$ cat config.mk
export PLATFORM = sky130hd
export DESIGN_NAME = div_restoring_seq_flat
export DESIGN_NICKNAME = d
export VERILOG_FILES = /design/src/rtl/div_restoring_seq_if.sv /design/src/rtl/div_restoring_seq.sv /design/src/flat_wrapper.sv
export SDC_FILE = /design/constraint.sdc
export NUM_CORES = 1
export LEC_CHECK = 0
export CAP_MARGIN = 15
export CORE_MARGIN = 4
export CORE_UTILIZATION = 35
export DETAILED_ROUTE_END_ITERATION = 8
export PLACE_DENSITY = 0.66
export SLEW_MARGIN = 25
export SYNTH_ARGS = -nofsm -noshare
export SYNTH_HDL_FRONTEND = slang
export SYNTH_SLANG_ARGS = --single-unit
$ cat constraint.sdc
create_clock -name clk -period 2.42 [get_ports clk]
set_input_delay 0.484 -clock clk [delete_from_list [all_inputs] [get_ports clk]]
set_output_delay 0.484 -clock clk [all_outputs]
set_load 0.02 [all_outputs]
$ cat src/rtl/div_restoring_seq_if.sv
// Request/result bundle for the sequential restoring divider.
// The master drives the operands and start; the slave (divider) returns results.
interface div_restoring_seq_if #(
  parameter int W = 16
);
  logic           start;
  logic [2*W-1:0] dividend;
  logic [W-1:0]   divisor;
  logic           busy;
  logic           done;
  logic [W-1:0]   quotient;
  logic [W-1:0]   remainder;
  logic           ovf;

  modport master (
    output start, dividend, divisor,
    input  busy, done, quotient, remainder, ovf
  );

  modport slave (
    input  start, dividend, divisor,
    output busy, done, quotient, remainder, ovf
  );
endinterface

$ cat src/rtl/div_restoring_seq.sv
// Sequential restoring divider: 2W-bit / W-bit unsigned, one quotient bit per clock.
// Optional macro DIV_EARLY_TERM_EN: overflowing operations skip the iteration and finish immediately.
module div_restoring_seq #(
  parameter int W = 16
) (
  input  logic                 clk,
  input  logic                 rst,
  div_restoring_seq_if.slave   bus
);

  localparam int CW = (W > 2) ? $clog2(W) : 1;
  localparam logic [CW-1:0] CNT_LAST = CW'(W - 1);

  typedef enum logic [1:0] {
    S_IDLE = 2'd0,
    S_RUN  = 2'd1,
    S_DONE = 2'd2
  } state_t;

  state_t          r_state;
  logic [W-1:0]    r_d;
  logic [W:0]      r_r;
  logic [W-1:0]    r_q;
  logic [W-1:0]    r_lo;
  logic [CW-1:0]   r_cnt;
  logic            r_ovf_pend;
  logic            r_busy;
  logic            r_done;
  logic [W-1:0]    r_quot;
  logic [W-1:0]    r_rem;
  logic            r_ovf;

  logic            w_ovf_in;
  logic [W:0]      w_shr;
  logic            w_ge;
  logic [W:0]      w_rnew;
  logic [W-1:0]    w_qnew;

  // High half >= divisor means the quotient cannot fit W bits; also catches divisor == 0.
  assign w_ovf_in = (bus.dividend[2*W-1:W] >= bus.divisor);

  // One restoring step: shift {R,Q} left, trial-subtract D, keep the difference if non-negative.
  assign w_shr  = {r_r[W-1:0], r_q[W-1]};
  assign w_ge   = (w_shr >= {1'b0, r_d});
  assign w_rnew = w_ge ? (w_shr - {1'b0, r_d}) : w_shr;
  assign w_qnew = {r_q[W-2:0], w_ge};

  always_ff @(posedge clk) begin
    if (rst) begin
      r_state    <= S_IDLE;
      r_d        <= '0;
      r_r        <= '0;
      r_q        <= '0;
      r_lo       <= '0;
      r_cnt      <= '0;
      r_ovf_pend <= 1'b0;
      r_busy     <= 1'b0;
      r_done     <= 1'b0;
      r_quot     <= '0;
      r_rem      <= '0;
      r_ovf      <= 1'b0;
    end else begin
      r_done <= 1'b0;
      case (r_state)
        S_IDLE: begin
          if (bus.start) begin
            r_d        <= bus.divisor;
            r_r        <= {1'b0, bus.dividend[2*W-1:W]};
            r_q        <= bus.dividend[W-1:0];
            r_lo       <= bus.dividend[W-1:0];
            r_cnt      <= '0;
            r_ovf_pend <= w_ovf_in;
`ifdef DIV_EARLY_TERM_EN
            if (w_ovf_in) begin
              r_state <= S_DONE;
              r_done  <= 1'b1;
              r_quot  <= '1;
              r_rem   <= bus.dividend[W-1:0];
              r_ovf   <= 1'b1;
            end else begin
              r_state <= S_RUN;
              r_busy  <= 1'b1;
            end
`else
            r_state <= S_RUN;
            r_busy  <= 1'b1;
`endif
          end
        end
        S_RUN: begin
          r_r   <= w_rnew;
          r_q   <= w_qnew;
          r_cnt <= r_cnt + CW'(1);
          if (r_cnt == CNT_LAST) begin
            r_state <= S_DONE;
            r_busy  <= 1'b0;
            r_done  <= 1'b1;
            if (r_ovf_pend) begin
              r_quot <= '1;
              r_rem  <= r_lo;
              r_ovf  <= 1'b1;
            end else begin
              r_quot <= w_qnew;
              r_rem  <= w_rnew[W-1:0];
              r_ovf  <= 1'b0;
            end
          end
        end
        S_DONE: r_state <= S_IDLE;
        default: begin
          r_state <= S_IDLE;
          r_busy  <= 1'b0;
        end
      endcase
    end
  end

  assign bus.busy      = r_busy;
  assign bus.done      = r_done;
  assign bus.quotient  = r_quot;
  assign bus.remainder = r_rem;
  assign bus.ovf       = r_ovf;

endmodule

$ cat src/flat_wrapper.sv
// flat-port wrapper written by rule: the top's interface ports become plain ports
module div_restoring_seq_flat 
#(
  parameter int W = 16
)
  (clk, rst, bus_start, bus_dividend, bus_divisor, bus_busy, bus_done, bus_quotient, bus_remainder, bus_ovf);
  div_restoring_seq_if #(.W(W)) bus_i ();
  input  logic clk;
  input  logic rst;
  input wire logic [$bits(bus_i.start)-1:0] bus_start;
  input wire logic [$bits(bus_i.dividend)-1:0] bus_dividend;
  input wire logic [$bits(bus_i.divisor)-1:0] bus_divisor;
  output wire logic [$bits(bus_i.busy)-1:0] bus_busy;
  output wire logic [$bits(bus_i.done)-1:0] bus_done;
  output wire logic [$bits(bus_i.quotient)-1:0] bus_quotient;
  output wire logic [$bits(bus_i.remainder)-1:0] bus_remainder;
  output wire logic [$bits(bus_i.ovf)-1:0] bus_ovf;
  assign bus_i.start = bus_start;
  assign bus_i.dividend = bus_dividend;
  assign bus_i.divisor = bus_divisor;
  assign bus_busy = bus_i.busy;
  assign bus_done = bus_i.done;
  assign bus_quotient = bus_i.quotient;
  assign bus_remainder = bus_i.remainder;
  assign bus_ovf = bus_i.ovf;
  div_restoring_seq #(.W(W)) u_core (.clk(clk), .rst(rst), .bus(bus_i));
endmodule
Yosys cells after proc, flatten, opt, wreduce, memory -nomap -nowiden
Cells that the tools add are included.
{"block": "word_totals", "reg_bits": 106, "latchBits": 0, "ramBits": 0, "rom_bits": 0, "input_bits": 51, "out_inout_bits": 35, "memories": 0}
{"block": "op_classes", "n_addsub": 2, "n_mul": 0, "n_div": 0, "n_lt_le_gt_ge": 2, "eq_ne": 5, "shift": 0, "mux": 17, "bitwise_logic": 2, "reduce_logical": 8}
{"operator": "16-bit 2-to-1 mux", "n": 5}
{"operator": "16-bit case mux with 2 select lines", "n": 2}
{"operator": "17-bit by 16-bit greater-or-equal comparator with 1-bit output", "n": 1}
{"operator": "16-bit greater-or-equal comparator", "n": 1}
{"operator": "16-bit subtractor", "n": 1}
{"operator": "4-bit case mux with 2 select lines", "n": 1}
{"operator": "2-bit AND reduction", "n": 4}
{"operator": "4-bit by 1-bit adder with 4-bit output (second input constant)", "n": 1}
{"operator": "4-bit == test (second input constant)", "n": 1}
{"operator": "1-bit 2-to-1 mux", "n": 4}
{"operator": "2-bit 2-to-1 mux", "n": 2}
{"operator": "4-bit 2-to-1 mux", "n": 1}
{"operator": "2-bit case mux with 2 select lines", "n": 1}
{"operator": "1-bit case mux with 3 select lines", "n": 1}
{"operator": "3-bit AND reduction", "n": 1}
{"operator": "2-bit by 1-bit == test with 1-bit output (second input constant)", "n": 1}
{"operator": "2-bit == test (second input constant)", "n": 1}
{"operator": "2-bit logical NOT", "n": 1}
{"operator": "2-bit by 1-bit != test with 1-bit output (second input constant)", "n": 1}
{"operator": "2-bit != test (second input constant)", "n": 1}
{"operator": "1-bit inverter", "n": 2}
{"operator": "2-bit nonzero test", "n": 1}
{"operator": "2-bit OR reduction", "n": 1}

Longest topological paths before layout
Gate-level depths: netlist of the first run.
{"block": "logic_depth", "depth_word": 3, "depth_mapped": 12}

Least setup slack after synthesis of the first run
Ideal clock, no wire load.
{"block": "synth_timing", "path_kind": "register to register", "start": "register u_core.r_d[14]", "end": "register u_core.r_rem[0], in the netlist u_core.bus.remainder[0]", "t_arrival_ps": 2244, "t_required_ps": 2286, "slack_ps": 42, "path_stages_with_launch": 12, "path_buffers": 2, "synth_period_minus_slack_ps": 2378, "cell_sequence": "dfxtp_1 inv_1 ha_1 a21o_1 a211o_1 a311oi_2 o211a_1 buf_4 nor2_2 buf_6 o211ai_1 a211oi_1"}
{"block": "synth_between", "elab_chain_len": 3}
{"item": "from (decl)", "line_no": "div_restoring_seq.sv:21", "rtl": "logic [W-1:0] r_d;"}
{"item": "from (signal assigned)", "line_no": "div_restoring_seq.sv:67", "rtl": "r_d <= bus.divisor;"}
{"item": "17-bit by 16-bit greater-or-equal comparator with 1-bit output", "line_no": "div_restoring_seq.sv:44", "rtl": "assign w_ge = (w_shr >= {1'b0, r_d});"}
{"item": "16-bit 2-to-1 mux", "line_no": "div_restoring_seq.sv:45", "rtl": "assign w_rnew = w_ge ? (w_shr - {1'b0, r_d}) : w_shr;"}
{"item": "16-bit 2-to-1 mux", "line_no": "div_restoring_seq.sv:98", "rtl": "if (r_ovf_pend) begin"}
{"item": "to (signal assigned)", "line_no": "div_restoring_seq.sv:100", "rtl": "r_rem <= r_lo;"}
{"item": "to (signal assigned)", "line_no": "div_restoring_seq.sv:104", "rtl": "r_rem <= w_rnew[W-1:0];"}
{"item": "to (decl)", "line_no": "div_restoring_seq.sv:30", "rtl": "logic [W-1:0] r_rem;"}
Every way passes these cells.
A chain may end at the register's enable or synchronous reset.

Final worst setup path of the first run
{"block": "layout_timing", "start": "register u_core.r_d[14]", "end": "register u_core.r_r[2]"}
{"block": "layout_between", "elab_chain_len": 3}
{"item": "17-bit by 16-bit greater-or-equal comparator with 1-bit output", "line_no": "div_restoring_seq.sv:44"}
{"item": "16-bit 2-to-1 mux", "line_no": "div_restoring_seq.sv:45"}
{"item": "16-bit case mux with 2 select lines", "line_no": "div_restoring_seq.sv:64", "rtl": "case (r_state)"}
{"item": "to (signal assigned)", "line_no": "div_restoring_seq.sv:68", "rtl": "r_r <= {1'b0, bus.dividend[2*W-1:W]};"}
{"item": "to (signal assigned)", "line_no": "div_restoring_seq.sv:91", "rtl": "r_r <= w_rnew;"}
{"item": "to (decl)", "line_no": "div_restoring_seq.sv:22", "rtl": "logic [W:0] r_r;"}
Every way passes these cells.

==> flow_results.org, run 1 <==
** Status
- Result of the run :: finished, violations left
- Failing checks :: setup timing

** STA
- Setup violations remaining at the end of the flow were counted as 8.
- Based on the critical path, the design can be clocked at up to 406 MHz.
- Measured against its own limit, the worst slew margin works out to 59.3%.
- Worst Setup Slack, final :: -0.0425 ns
- Final cycle utilization of the critical path :: 102%
- The number of max-slew violations in the final report was 0.
- Setup repair after global routing could not meet its margin everywhere.
- The number of endpoints with negative hold slack in the final report was 0.
- At the pin with the least slew margin, the transition time is 0.611 ns.
- Final critical-path required period :: 2.46 ns
- Total negative slack for setup checks :: -0.129 ns
- Clock skew on the completed layout was measured at 0.0123 ns.

** Setup path
- The worst register-to-register path has a setup slack of -0.04 ns.
- At the worst endpoint, the arrival time is 2.70 ns.
- Reg-to-Reg Start :: u_core.r_d[14]
- Type of element capturing the critical path :: register
- Maximum net fanout on the critical path :: 8
- The endpoint identified for the worst register-to-register timing path is u_core.r_r[2].
- Launching element type of the critical path :: register
- Measured in cells, the most critical reg-to-reg path has a length of 11.
- For the worst setup path, the data required time is 2.66 ns.
- Critical path type :: reg -> reg
- The most critical setup path has its startpoint at u_core.r_d[14].

** Detailed routing
- Dividing the detail-routed wire length by the instance count gives 16.9 um.
- Iteration-0 DRC Markers :: 447
- The count of nets left with antenna violations once routing finished came out at 0.
- Detailed-route wire length :: 17.7 mm
- TritonRoute pass-1 iters :: 5
- The detailed router placed 5490 vias in this run.
- Total DRC errors in the routed layout :: 0
- Mean number of vias per cell :: 5.26

** Finish
- At the end of the flow, the number of nets in the layout was 912.
- The filler cells instantiated in the layout total 1475.
- The number of antenna diodes in the final layout is 0.
- Once layout is complete, the utilization of the core stands at 49.7%.
- Storage element area :: 2130 um^2
- Synthesis-to-layout area growth :: 37.8%
- Fin area :: 7640 um^2
- Cells with a size suffix above 1 make up 18.3% of the layout.
- Multi-input combinational cell area :: 3330 um^2
- Excluding fillers, the count of instances in the completed layout stands at 1043.

** Synth
- Distinct cell type count of the synthesized netlist :: 58
- In the synthesized netlist, the cells that appear most often are 112 x sky130_fd_sc_hd__nand2_1, 106 x sky130_fd_sc_hd__dfxtp_1, 75 x sky130_fd_sc_hd__a21oi_1.
- Syn_area_per_cell :: 7.89 um^2
- After synthesis, flip-flops and latches occupy 38.3% of the total area.
- Synthesis handed over a netlist of 703 instances.
- The number of nets handed over by synthesis was 788.
- For this run, the leading register cell type out of synthesis is sky130_fd_sc_hd__dfxtp_1.
- The synthesized design contains 106 register bits.
- Ranking of synthesized cells by area :: sky130_fd_sc_hd__dfxtp_1 38%, sky130_fd_sc_hd__nand2_1 7.6%, sky130_fd_sc_hd__ha_1 7.4%
- In the synthesized netlist the async set-or-reset flop fraction comes to 0%.
- The most common cell in the synthesized netlist is sky130_fd_sc_hd__nand2_1.
- Mapped cell area :: 5540 um^2
- Yosys mapped a number of flops with a built-in enable equal to 0.
- During synthesis, Yosys emitted a total of 0 warnings.
- The synthesized design devotes to its leading area cell type 38.3% of total area.
- sky130_fd_sc_hd__dfxtp_1 takes more of the synthesized area than any other cell.

** Pwr
- Portion of total power attributed to sequential cells :: 30.7%
- Combinational power share :: 46.5%
- Net switching is 37.8% of the power.
- Clock network fraction of total power :: 22.8%
- The analysis attributes to net switching a power of 2390 uW.
- Leakage power summed over all cells :: 0.00297 uW
- Internal power comes to 3930 uW.
- IR analysis of the VDD net gives a maximum drop of 0.434 mV.
- Power per cell area :: 827 nW/um^2

** Die
- Once the floorplan was initialized, standard cells occupied 36.1% of the core.
- # IOs :: 86
- Width of the die :: 134 um
- Die Ht :: 134 um
- The die covers 17900 um^2.
- CORE AREA :: 15400 um^2
- Number of cell rows :: 45

** CTS
- The clock drives 106 sinks.
- In this run, post-CTS hold repair placed 0 buffers.
- In this run the deepest clock path goes through 2 buffers.
- Root buffer cell :: sky130_fd_sc_hd__clkbuf_16
- TritonCTS clock tree :: yes
- CTS built an H-tree with a depth of 3.
- Post-CTS clock slew at the launch and capture registers of the worst setup and hold paths :: 0.08 ns
- For the worst-skew pair, the clock arrives at the later sink with an insertion delay of 0.36 ns.
- The number of clock buffers added by TritonCTS is 9.

** Run
- Across the run, the number of max-cap violations was 0.

** Global route
- For this run the aggregate overflow at the end of global routing stands at 0.
- Wire length of the first global-routing pass :: 27.2 mm
- Entering global routing, the biggest net connects 50 pins.
- Number of antenna violations at the first check in global routing :: 0
- For this run, the total global-route usage over all layers was measured as 18.9%.
- The number of global-route vias before repair is 5196.

** Worst hold path
- The worst hold path begins at u_core.r_lo[6].
- Along the worst hold path, the cell count comes to 2.
- For hold timing, the worst endpoint is u_core.r_lo[6].
- Class of the worst hold path :: reg -> reg

** Place
- During placement, the flow inserted port buffers numbering 85.
- Final weighted congestion in routability-driven placement :: 0.864
- Once detailed placement completed, the half-perimeter wirelength came to 12.7 mm.
- DP Cell Count :: 1023
- Summing all placed instances gives a cell area of 7050 um^2.
-- per-layer routing --
| metal | part of all wire [%] | global-route usage, % | up-vias |
|---|---|---|---|
| met5 | 0 | 0 | - |
| met4 | 2.0 | 4.57 | 0 |
| met3 | 4.6 | 3.71 | 27 |
| met2 | 49 | 31.4 | 155 |
| met1 | 45 | 25.3 | 2570 |
| li1 | - | - | 2738 |
-- stage by stage --
| stage | total power [uW] | setup slack (ns) | hold slack [ns] |
|---|---|---|---|
| 2_1_floorplan | 3430 | 0.0418 | 0.431 |
| 3_3_place_gp | 4390 | -0.344 | 0.439 |
| 3_5_place_dp | 4410 | -0.351 | 0.443 |
| 4_1_cts | 5950 | -0.00289 | 0.454 |
| 5_1_grt | 6650 | -0.126 | 0.472 |
| 6_report | 6320 | -0.0425 | 0.451 |
-- layout make-up --
type,instances,area share (%)
clock inverter,7,0.885
tap,211,3.46
multi-input combinational,511,43.6
inverter,41,2.01
sequential,106,27.9
clock buffer,9,2.95
timing repair buffer,158,19.2
-- registers in the layout (all words and copies together) (netlist names) --
signal / cells
u_core.bus.busy: 1
u_core.bus.done: 1
u_core.bus.ovf: 1
u_core.bus.quotient: 16
u_core.bus.remainder: 16
u_core.r_cnt: 4
u_core.r_d: 16
u_core.r_lo: 16
u_core.r_ovf_pend: 1
u_core.r_q: 16
u_core.r_r: 16
u_core.r_state: 2
-- critical path, cell delays in order, from the launching register on --
cell	delay, ns
sky130_fd_sc_hd__dfxtp_2	0.33
sky130_fd_sc_hd__inv_2	0.04
sky130_fd_sc_hd__ha_4	0.21
sky130_fd_sc_hd__a21o_1	0.15
sky130_fd_sc_hd__a211o_1	0.33
sky130_fd_sc_hd__a311oi_2	0.29
sky130_fd_sc_hd__buf_4	0.16
sky130_fd_sc_hd__o211a_4	0.23
sky130_fd_sc_hd__nor2_4	0.06
sky130_fd_sc_hd__buf_6	0.14
sky130_fd_sc_hd__o211ai_1	0.28
sky130_fd_sc_hd__a21oi_1	0.11
-- cells in the final DEF, fill, tap and decap left out, types with 17 or more instances in the layout --
cell,netlist,routed
sky130_fd_sc_hd__inv_1,41,39
sky130_fd_sc_hd__buf_4,1,62
sky130_fd_sc_hd__a21oi_1,75,72
sky130_fd_sc_hd__a31oi_1,19,18
sky130_fd_sc_hd__nand2_1,112,110
sky130_fd_sc_hd__o21ai_0,19,18
sky130_fd_sc_hd__nor3_1,43,40
sky130_fd_sc_hd__dfxtp_1,106,101
sky130_fd_sc_hd__clkdlybuf4s50_1,0,84
sky130_fd_sc_hd__nor2_1,45,42
sky130_fd_sc_hd__a22oi_1,17,17
sky130_fd_sc_hd__ha_1,33,29
-- timing repair --
| item | 4_1_cts | 5_1_grt |
|---|---|---|
| gates resized for setup | 11 | 54 |
| pin swaps | 6 | 19 |
| buffers inserted | 2 | 1 |
| setup endpoints to repair | 28 | 34 |
| gates cloned | 0 | 1 |
-- cells by family after synthesis --
| logic type | Yosys count | share of synthesized area (%) |
|---|---|---|
| buffers and inverters | 86 | 6.18 |
| DFF | 106 | 38.3 |
| AOI/OAI and AO/OA | 208 | 24.6 |
| and+or+nand+nor | 257 | 21.1 |
| xor gates and xnor gates | 11 | 1.74 |
| muxes | 1 | 0.203 |
| adders and majority gates | 34 | 7.81 |
-- worst max-delay path by stage --
stage                     cells past startpoint  slack (ns)                        to
after global placement                       10       -0.34         u_core.r_ovf_pend
after CTS                                    11      -0.003  u_core.bus.remainder[15]
after global routing                         11       -0.13            u_core.r_r[10]
after floorplan                              11        0.04   u_core.bus.remainder[0]
final                                        11       -0.04             u_core.r_r[2]
after detailed placement                     10       -0.35         u_core.r_ovf_pend
-- power groups by stage --
stage,clock (uW),combinational (uW),sequential [uW]
finish,1440,2940,1940
global route,1550,3150,1950
CTS,1480,2550,1930
detailed placement,0,2440,1970
global placement,0,2430,1970
floorplan,0,1470,1950
(Power assumes the default switching activity.)
==> run 2, diff against run 1 <==
--- a/config.mk
+++ b/config.mk
@@ -5,11 +5,13 @@
 export SDC_FILE = /design/constraint.sdc
 export NUM_CORES = 1
 export LEC_CHECK = 0
-export CAP_MARGIN = 15
+export CAP_MARGIN = 30
+export CORE_ASPECT_RATIO = 1.2
 export CORE_MARGIN = 4
 export CORE_UTILIZATION = 35
 export DETAILED_ROUTE_END_ITERATION = 8
 export PLACE_DENSITY = 0.66
+export RECOVER_POWER = 50
 export SLEW_MARGIN = 25
 export SYNTH_ARGS = -nofsm -noshare
 export SYNTH_HDL_FRONTEND = slang
==> run 2 against run 1 <==
  * The run still ends with setup timing left
  * Wire length rose by 3.3%
  * Sequential power about the same
  * Sequential cell count stayed put
  * Clock-buffer cell count is the same
  * Sequential share of layout area decreased by 1.0 points
  * First-iteration DRC count is 6.9% higher
  * Worst hold slack better by 0.0045 ns
  * Die area about the same
  * Largest power group unchanged
==> flow_results.org, run 2 (synthesized netlist as in run 1, its figures left out) <==
** Setup path
- Flop2flop setup slack :: -0.03 ns (about the same)
- STA classifies the critical path endpoint as a register.
- The signal on the critical path passes through inv_2 -> ha_4 -> a21o_1 -> a211o_1 -> a311oi_4 -> o211a_4 -> buf_6 -> nor2_4 -> buf_6 -> o211ai_1 -> a211oi_1.
- Buffers plus inverters on the worst setup path :: 3 (unchanged)
- Top cell family by delay on the critical path :: compound AO/OA/AOI/OAI gates
- Most Frequent Cell on Critical Path :: sky130_fd_sc_hd__buf_6
- Critical Path Max Stage Delay :: 0.35 ns (+0.02 ns)
- Launching element type of the critical path :: register
- The maximum net fanout on the critical path came to 8 (unchanged).
- Cell at the slowest stage of the critical path :: sky130_fd_sc_hd__a211o_1
- In this run the critical register-to-register path is captured at u_core.bus.remainder[2].
- The number of cells on the worst reg-to-reg path came to 11 (unchanged).
- The data arrival time at the worst-slack endpoint was 2.69 ns (about the same).
- Data required time of the critical path :: 2.65 ns (about the same)
- The worst setup path is of the reg -> reg kind.
- Reg-to-Reg Start :: u_core.r_d[14]

** STA
- Number of setup violations in the final report :: 7 (-1)
- The number of max-slew violations in the final report was 0 (unchanged).
- The post-route minimum period was 2.45 ns (-0.00801 ns).
- Setup repair after global routing could not meet its margin everywhere.
- Achievable Freq :: 407 MHz (+0.33%)
- The number of endpoints with negative hold slack in the final report was 0 (unchanged).
- Worst Setup Slack, final :: -0.0345 ns (+0.00801 ns)
- Final cycle utilization of the critical path :: 101% (-0.33 points)
- Clock Skews :: 0.0100 ns (-0.00227 ns)
- Actual transition at the worst max-transition pin :: 0.728 ns (+0.118 ns)
- The relative slew slack was 51.4% (-7.8 points).

** CTS
- The clock input transition at the sequential cells of the worst setup and hold paths came to 0.08 ns (about the same).
- The cell sitting at the root of the clock tree is a sky130_fd_sc_hd__clkbuf_16.
- The clock insertion delay at the later pin of the skew report was 0.36 ns (about the same).
- The number of sinks driven by the clock tree is 106 (unchanged).
- H-Tree Depth :: 3 (unchanged)
- TritonCTS built the clock tree.
- CTS max path bufs :: 2 (unchanged)
- Total clock buffers created by CTS :: 9 (unchanged)

** Die
- The count of standard-cell rows was 50 (+11%).
- Die Ht :: 146 um (+9.0%)
- Width of the die :: 123 um (-8.2%)
- The initial cell density of the core is 35.6% (-0.48 points).
- The boundary pin count came to 86 (unchanged).
- The die outline area is 17900 um^2 (about the same).
- CORE AREA :: 15600 um^2 (+1.3%)

** Finish
- Core utilization of the finished layout :: 51.0% (+1.3 points)
- Synthesis-to-layout area growth :: 43.3%
- Leaving out fill and tap cells, the most frequent cell in the layout is sky130_fd_sc_hd__nand2_1.
- Leaving out fill and tap cells, the most frequent cells in the layout are 110 x sky130_fd_sc_hd__nand2_1, 97 x sky130_fd_sc_hd__dfxtp_1, 83 x sky130_fd_sc_hd__clkdlybuf4s50_1.
- Net total in the final layout :: 924 (+1.3%)
- The number of antenna diodes was 0 (unchanged).
- Layout cells sized above 1 :: 22.4% (+4.1 points)

** Detailed routing
- The number of DRC markers in iteration 0 was 478 (+6.9%).
- The number of vias after detailed routing is 5698 (+3.8%).
- The wire length per cell was 17.3 um (+2.4%).
- Total DRC errors in the routed layout :: 0 (unchanged)
- Mean number of vias per cell :: 5.42 (+2.9%)
- Detailed-route wire length :: 18.2 mm (+3.3%)
- The antenna violation net count after detailed routing came to 0 (unchanged).
- The length of the first detailed-routing pass in iterations is 6 (+1).

** Pwr
- Power per cell area :: 856 nW/um^2 (+3.5%)
- The overall power consumption is 6800 uW (+7.6%).
- The peak supply drop was 0.605 mV (+39%).
- Leakage power summed over all cells :: 0.00306 uW (+3.1%)

** Place
- The last weighted congestion value of the routability-driven placer is 0.905 (+4.8%).
- The detailed placement HPWL was 12.6 mm (-1.0%).
- Port-buffer cells :: 85 (unchanged)

** Worst hold path
- The min-delay analysis places its worst path in the category reg -> reg.
- Hold path cells :: 2 (unchanged)
- End point of the most critical hold path :: u_core.r_d[11]
- The worst hold path begins at u_core.r_d[11].

** Global route
- Largest net degree at the start of global routing :: 57 (+14%)
- GRT Util Overall :: 19.4% (+0.51 points)
- The initial antenna violation count was 0 (unchanged).
- Overflow left after global routing :: 0 (unchanged)
- Number of global-route vias before repair :: 5274 (+1.5%)
- Wire length of the first global-routing pass :: 27.6 mm (+1.3%)

** Status
- The final reports fail on setup timing.
- Result of the run :: finished, violations left

** Run
- The number of maximum-capacitance violations was 0 (unchanged).
run 2: cell types whose count changed in the layout (fill, tap and decap cells not counted), moves of 4 or more:
cell	delta
sky130_fd_sc_hd__buf_4	+6
sky130_fd_sc_hd__buf_6	+4
sky130_fd_sc_hd__dfxtp_1	-4
sky130_fd_sc_hd__dfxtp_2	+4
sky130_fd_sc_hd__ha_1	-4
sky130_fd_sc_hd__ha_4	+4
sky130_fd_sc_hd__inv_1	-4
sky130_fd_sc_hd__inv_2	+4
sky130_fd_sc_hd__nor3_1	-4
sky130_fd_sc_hd__o21ai_0	-4
run 2: where the power goes:
group | internal [uW] | switching [uW]
clock | 729 | 747
combinational | 1550 | 1830
sequential | 1860 | 84.4
run 2: tightest hold or removal path, delay by kind of cell (launching register included):
family | cells | cell delay [ns]
AND/OR/NAND/NOR | 1 | 0.05
flip-flops | 1 | 0.31
AO/OA/AOI/OAI | 1 | 0.05
run 2: per-layer routing:
layer	part of all wire, %	track usage, %	vias to the layer above
met2	46	30.0	218
li1	-	-	2774
met5	0	0	-
met1	43	26.0	2667
met4	3.9	8.68	0
met3	6.3	3.73	39
run 2: timing repair:
action,in CTS,in global routing
resized for setup,14,103
gates cloned,1,1
pin swaps,8,50
endpoints found under the setup margin,30,34
hold buffers,0,0
buffers inserted,5,8
run 2: area by class of cell:
type / instances / area [um^2]
clock inverters: 7 / 67.6
inverters: 41 / 154
well taps: 208 / 260
multi-input cells: 512 / 3580
fillers: 1442 / 7630
clock buffers: 9 / 225
repair buffers: 169 / 1520
flip-flops and latches: 106 / 2130
run 2: metrics by stage:
step | cell area, um^2 | hold slack (ns) | worst slack [ns] | cells | TNS, ns
final | 7940 | 0.456 | -0.0345 | 1052 | -0.128
after CTS | 7460 | 0.458 | 0.00312 | 1044 | 0
after global placement | 7040 | 0.439 | -0.322 | 1022 | -1.06
after global routing | 7940 | 0.470 | -0.170 | 1052 | -2.28
after floorplan | 5540 | 0.431 | 0.0418 | 703 | 0
after detailed placement | 7040 | 0.447 | -0.410 | 1022 | -2.57
run 2: worst max-delay path by stage:
stage | start | slack, ns | endpoint | depth (start not counted)
after floorplan | u_core.r_d[14] | 0.04 | u_core.bus.remainder[0] | 11
after global placement | bus_dividend[16] | -0.32 | u_core.r_ovf_pend | 10
after detailed placement | bus_dividend[16] | -0.41 | u_core.r_ovf_pend | 10
after CTS | u_core.r_d[14] | 0.003 | u_core.r_r[11] | 10
after global routing | u_core.r_d[9] | -0.17 | u_core.bus.remainder[2] | 12
final | u_core.r_d[14] | -0.03 | u_core.bus.remainder[2] | 11
==> run 3, diff against run 2 <==
--- a/config.mk
+++ b/config.mk
@@ -7,10 +7,10 @@
 export LEC_CHECK = 0
 export CAP_MARGIN = 30
 export CORE_ASPECT_RATIO = 1.2
-export CORE_MARGIN = 4
+export CORE_MARGIN = 2
 export CORE_UTILIZATION = 35
 export DETAILED_ROUTE_END_ITERATION = 8
-export PLACE_DENSITY = 0.66
+export PLACE_DENSITY = 0.64
 export RECOVER_POWER = 50
 export SLEW_MARGIN = 25
 export SYNTH_ARGS = -nofsm -noshare
==> run 3 against run 2 <==
  * The run still ends with setup timing left
  * Die area decreased by 5.9%
  * Register-to-register slack improved by 0.02 ns
  * Power down 3.8%
  * Final cell count shrank 0.48%
  * First-iteration DRC count rose by 3.1%
  * Cell area is 1.3% lower
  * Global-route usage rose by 0.89 points
  * Critical path type unchanged
  * Critical endpoint is now u_core.bus.remainder[6]
  * Highest routed layer unchanged
==> flow_results.org, run 3 (synthesized netlist as in run 1, its figures left out) <==
** Setup path
- Cell at the slowest stage of the critical path :: sky130_fd_sc_hd__a211o_1
- The data arrival time at the worst-slack endpoint is 2.67 ns (-0.02 ns).
- The maximum net fanout on the critical path came to 7 (-1).
- Type of element capturing the critical path :: register
- Data required time of the critical path :: 2.65 ns (about the same)
- Traced cell by cell, the critical path runs through inv_2 -> ha_4 -> a21o_1 -> a211o_1 -> a311oi_4 -> o211a_4 -> buf_6 -> nor3_1 -> o311ai_1 -> a21oi_1.
- Critical Path Max Stage Delay :: 0.36 ns (about the same)
- The worst setup path is launched from a register.
- The critical path is of the reg -> reg type.

** Die
- # IOs :: 86 (unchanged)
- CORE AREA :: 15600 um^2 (unchanged)
- The count of standard-cell rows was 50 (unchanged).
- The floorplan die height was 142 um (-2.7%).
- Initial core utilization :: 35.6% (unchanged)
- The die outline area came to 16900 um^2 (-5.9%).
- The horizontal extent of the die came to 119 um (-3.3%).

** Detailed routing
- The antenna violation net count after detailed routing is 0 (unchanged).
- Mean number of vias per cell :: 5.31 (-2.0%)
- TritonRoute pass-1 iters :: 5 (-1)
- The number of vias after detailed routing is 5560 (-2.4%).
- Iteration-0 DRC Markers :: 493 (+3.1%)
- Wirelength per Cell :: 16.6 um (-4.2%)
- The number of remaining DRC errors is 0 (unchanged).
- The final wirelength is 17.4 mm (-4.6%).

** Pwr
- Leakage power summed over all cells :: 0.00301 uW (-1.6%)
- Peak supply drop :: 0.404 mV (-33%)
- The power density over the cells came to 835 nW/um^2 (-2.5%).

** STA
- The post-route minimum period was 2.44 ns (-0.0170 ns).
- The final count of negative-setup-slack endpoints is 3 (-4).
- RSZ-0062 raised after global routing :: yes
- The number of max-slew violations in the final report came to 0 (unchanged).
- The relative slew slack was 47.2% (-4.2 points).
- The worst-case hold slack is 0.456 ns (-0.000204 ns).
- The number of endpoints with negative hold slack in the final report came to 0 (unchanged).
- The post-layout worst setup margin was -0.0175 ns (+0.0170 ns).
- Clock Skews :: 0.00807 ns (-0.00196 ns)
- The maximum clock rate is 410 MHz (+0.70%).
- Final cycle utilization of the critical path :: 101% (-0.70 points)
- The actual slew at the worst max-slew pin came to 0.791 ns (+0.0630 ns).

** Global route
- Number of antenna violations at the first check in global routing :: 0 (unchanged)
- The wire length of the first global-routing pass is 27.3 mm (-1.1%).
- The remaining global-route overflow is 0 (unchanged).
- Met2 Track Usage GR :: 34.4% (+4.4 points)
- The met3 track demand over resource was 3.54% (-0.20 points).
- The largest net degree at the start of global routing was 53 (-7.0%).
- GRT Util Overall :: 20.3% (+0.89 points)
- Most used routing layer in global routing :: met2
- The global routing usage on met1 was 26.2% (+0.19 points).
- The number of global-route vias before repair was 5187 (-1.6%).

** CTS
- TritonCTS clock tree :: yes
- The clock insertion delay at the later pin of the skew report was 0.36 ns (about the same).
- Total clock buffers created by CTS :: 9 (unchanged)
- Clock net sink count :: 106 (unchanged)
- Root buffer cell :: sky130_fd_sc_hd__clkbuf_16
- The clock input transition at the sequential cells of the worst setup and hold paths was 0.08 ns (about the same).
- The number of buffers on the longest clock path is 2 (unchanged).
- H-Tree Depth :: 3 (unchanged)

** Status
- The checks that failed: setup timing.
- Result of the run :: finished, violations left

** Run
- Max-capacitance violation count :: 0 (unchanged)

** Finish
- Antenna cell count :: 0 (unchanged)
- The final standard cell utilization of the core is 50.3% (-0.68 points).
- The library cells used most frequently in the layout, excluding fill and tap cells, are 110 x sky130_fd_sc_hd__nand2_1, 97 x sky130_fd_sc_hd__dfxtp_1, 83 x sky130_fd_sc_hd__clkdlybuf4s50_1.
- Filler Cell Count :: 1464 (+1.5%)
- The area growth from synthesis to layout is 41.4%.
- The ratio of cells with drive above 1 in the final layout came to 21.6% (-0.82 points).
- Net total in the final layout :: 919 (-0.54%)
- Commonest non-fill, non-tap cell in the layout :: sky130_fd_sc_hd__nand2_1
- Fin area :: 7840 um^2 (-1.3%)

** Place
- Port-buffer cells :: 85 (unchanged)
- The last weighted congestion value of the routability-driven placer came to 0.893 (-1.4%).
- The detailed placement HPWL is 12.6 mm (+0.15%).
- Placed cell areas :: 7070 um^2 (+0.43%)
- The worst setup slack before clock tree synthesis came to -0.307 ns (+0.103 ns).

** Worst hold path
- Class of the worst hold path :: reg -> reg
-- run 3: cell types whose count changed in the layout (fill, tap and decap cells not counted), moves of 3 or more --
cell and delta:
sky130_fd_sc_hd__a21boi_2 +3, sky130_fd_sc_hd__ha_1 -3, sky130_fd_sc_hd__clkinv_8 +3, sky130_fd_sc_hd__a21boi_4 -3, sky130_fd_sc_hd__buf_6 -8
-- run 3: critical path: cells and delay by family, from the launching register on --
family	cells	cell delay [ns]
AND/OR/NAND/NOR	1	0.07
flip-flops	1	0.34
buffers and inverters	2	0.18
adder cells (fa/ha/maj)	1	0.20
AO/OA/AOI/OAI	6	1.51
-- run 3: area by class of cell --
type	count	area, um^2	area share [%]
Clock buffer	9	225	2.87
Clock inverter	7	91.3	1.17
Inverter	41	154	1.96
Multi-Input combinational cell	512	3510	44.8
Sequential cell	106	2130	27.2
Tap cell	208	260	3.32
Timing Repair Buffer	164	1460	18.7
-- run 3: per-layer routing --
metal  vias to the layer above  part of all wire, %
met2                       163                   48
met5                         -                    0
li1                       2756                    -
met1                      2614                   45
met3                        27                  5.2
met4                         0                  2.0
-- run 3: per-stage QoR --
stage,setup TNS [ns],total power (uW),instances
global placement,-1.47,4400,1025
CTS,0,6090,1042
finish,-0.0270,6540,1047
global route,-1.35,6890,1047
floorplan,0,3430,703
detailed placement,-2.14,4410,1025
-- run 3: path summary, 6_finish.rpt --
check | startpoint | endpoint | slack [ns] | depth (start not counted)
hold reg to reg | u_core.r_d[9] | u_core.r_d[9] | 0.46 | 2
setup reg to reg | u_core.r_d[14] | u_core.bus.remainder[6] | -0.02 | 10
setup / recovery | u_core.r_d[14] | u_core.bus.remainder[6] | -0.02 | 10
hold / removal | u_core.r_d[9] | u_core.r_d[9] | 0.46 | 2
-- run 3: what timing repair did --
action | in CTS | in global routing
pin swaps | 14 | 33
endpoints found under the setup margin | 28 | 32
cloned | 1 | 0
hold buffers | 0 | 0
setup buffers | 0 | 5
resized for setup | 22 | 73
-- run 3: report_power, final --
part           switching (uW)  total (uW)  internal [uW]
clock                     786        1530            747
sequential               87.2        1940           1860
combinational            1660        3070           1410
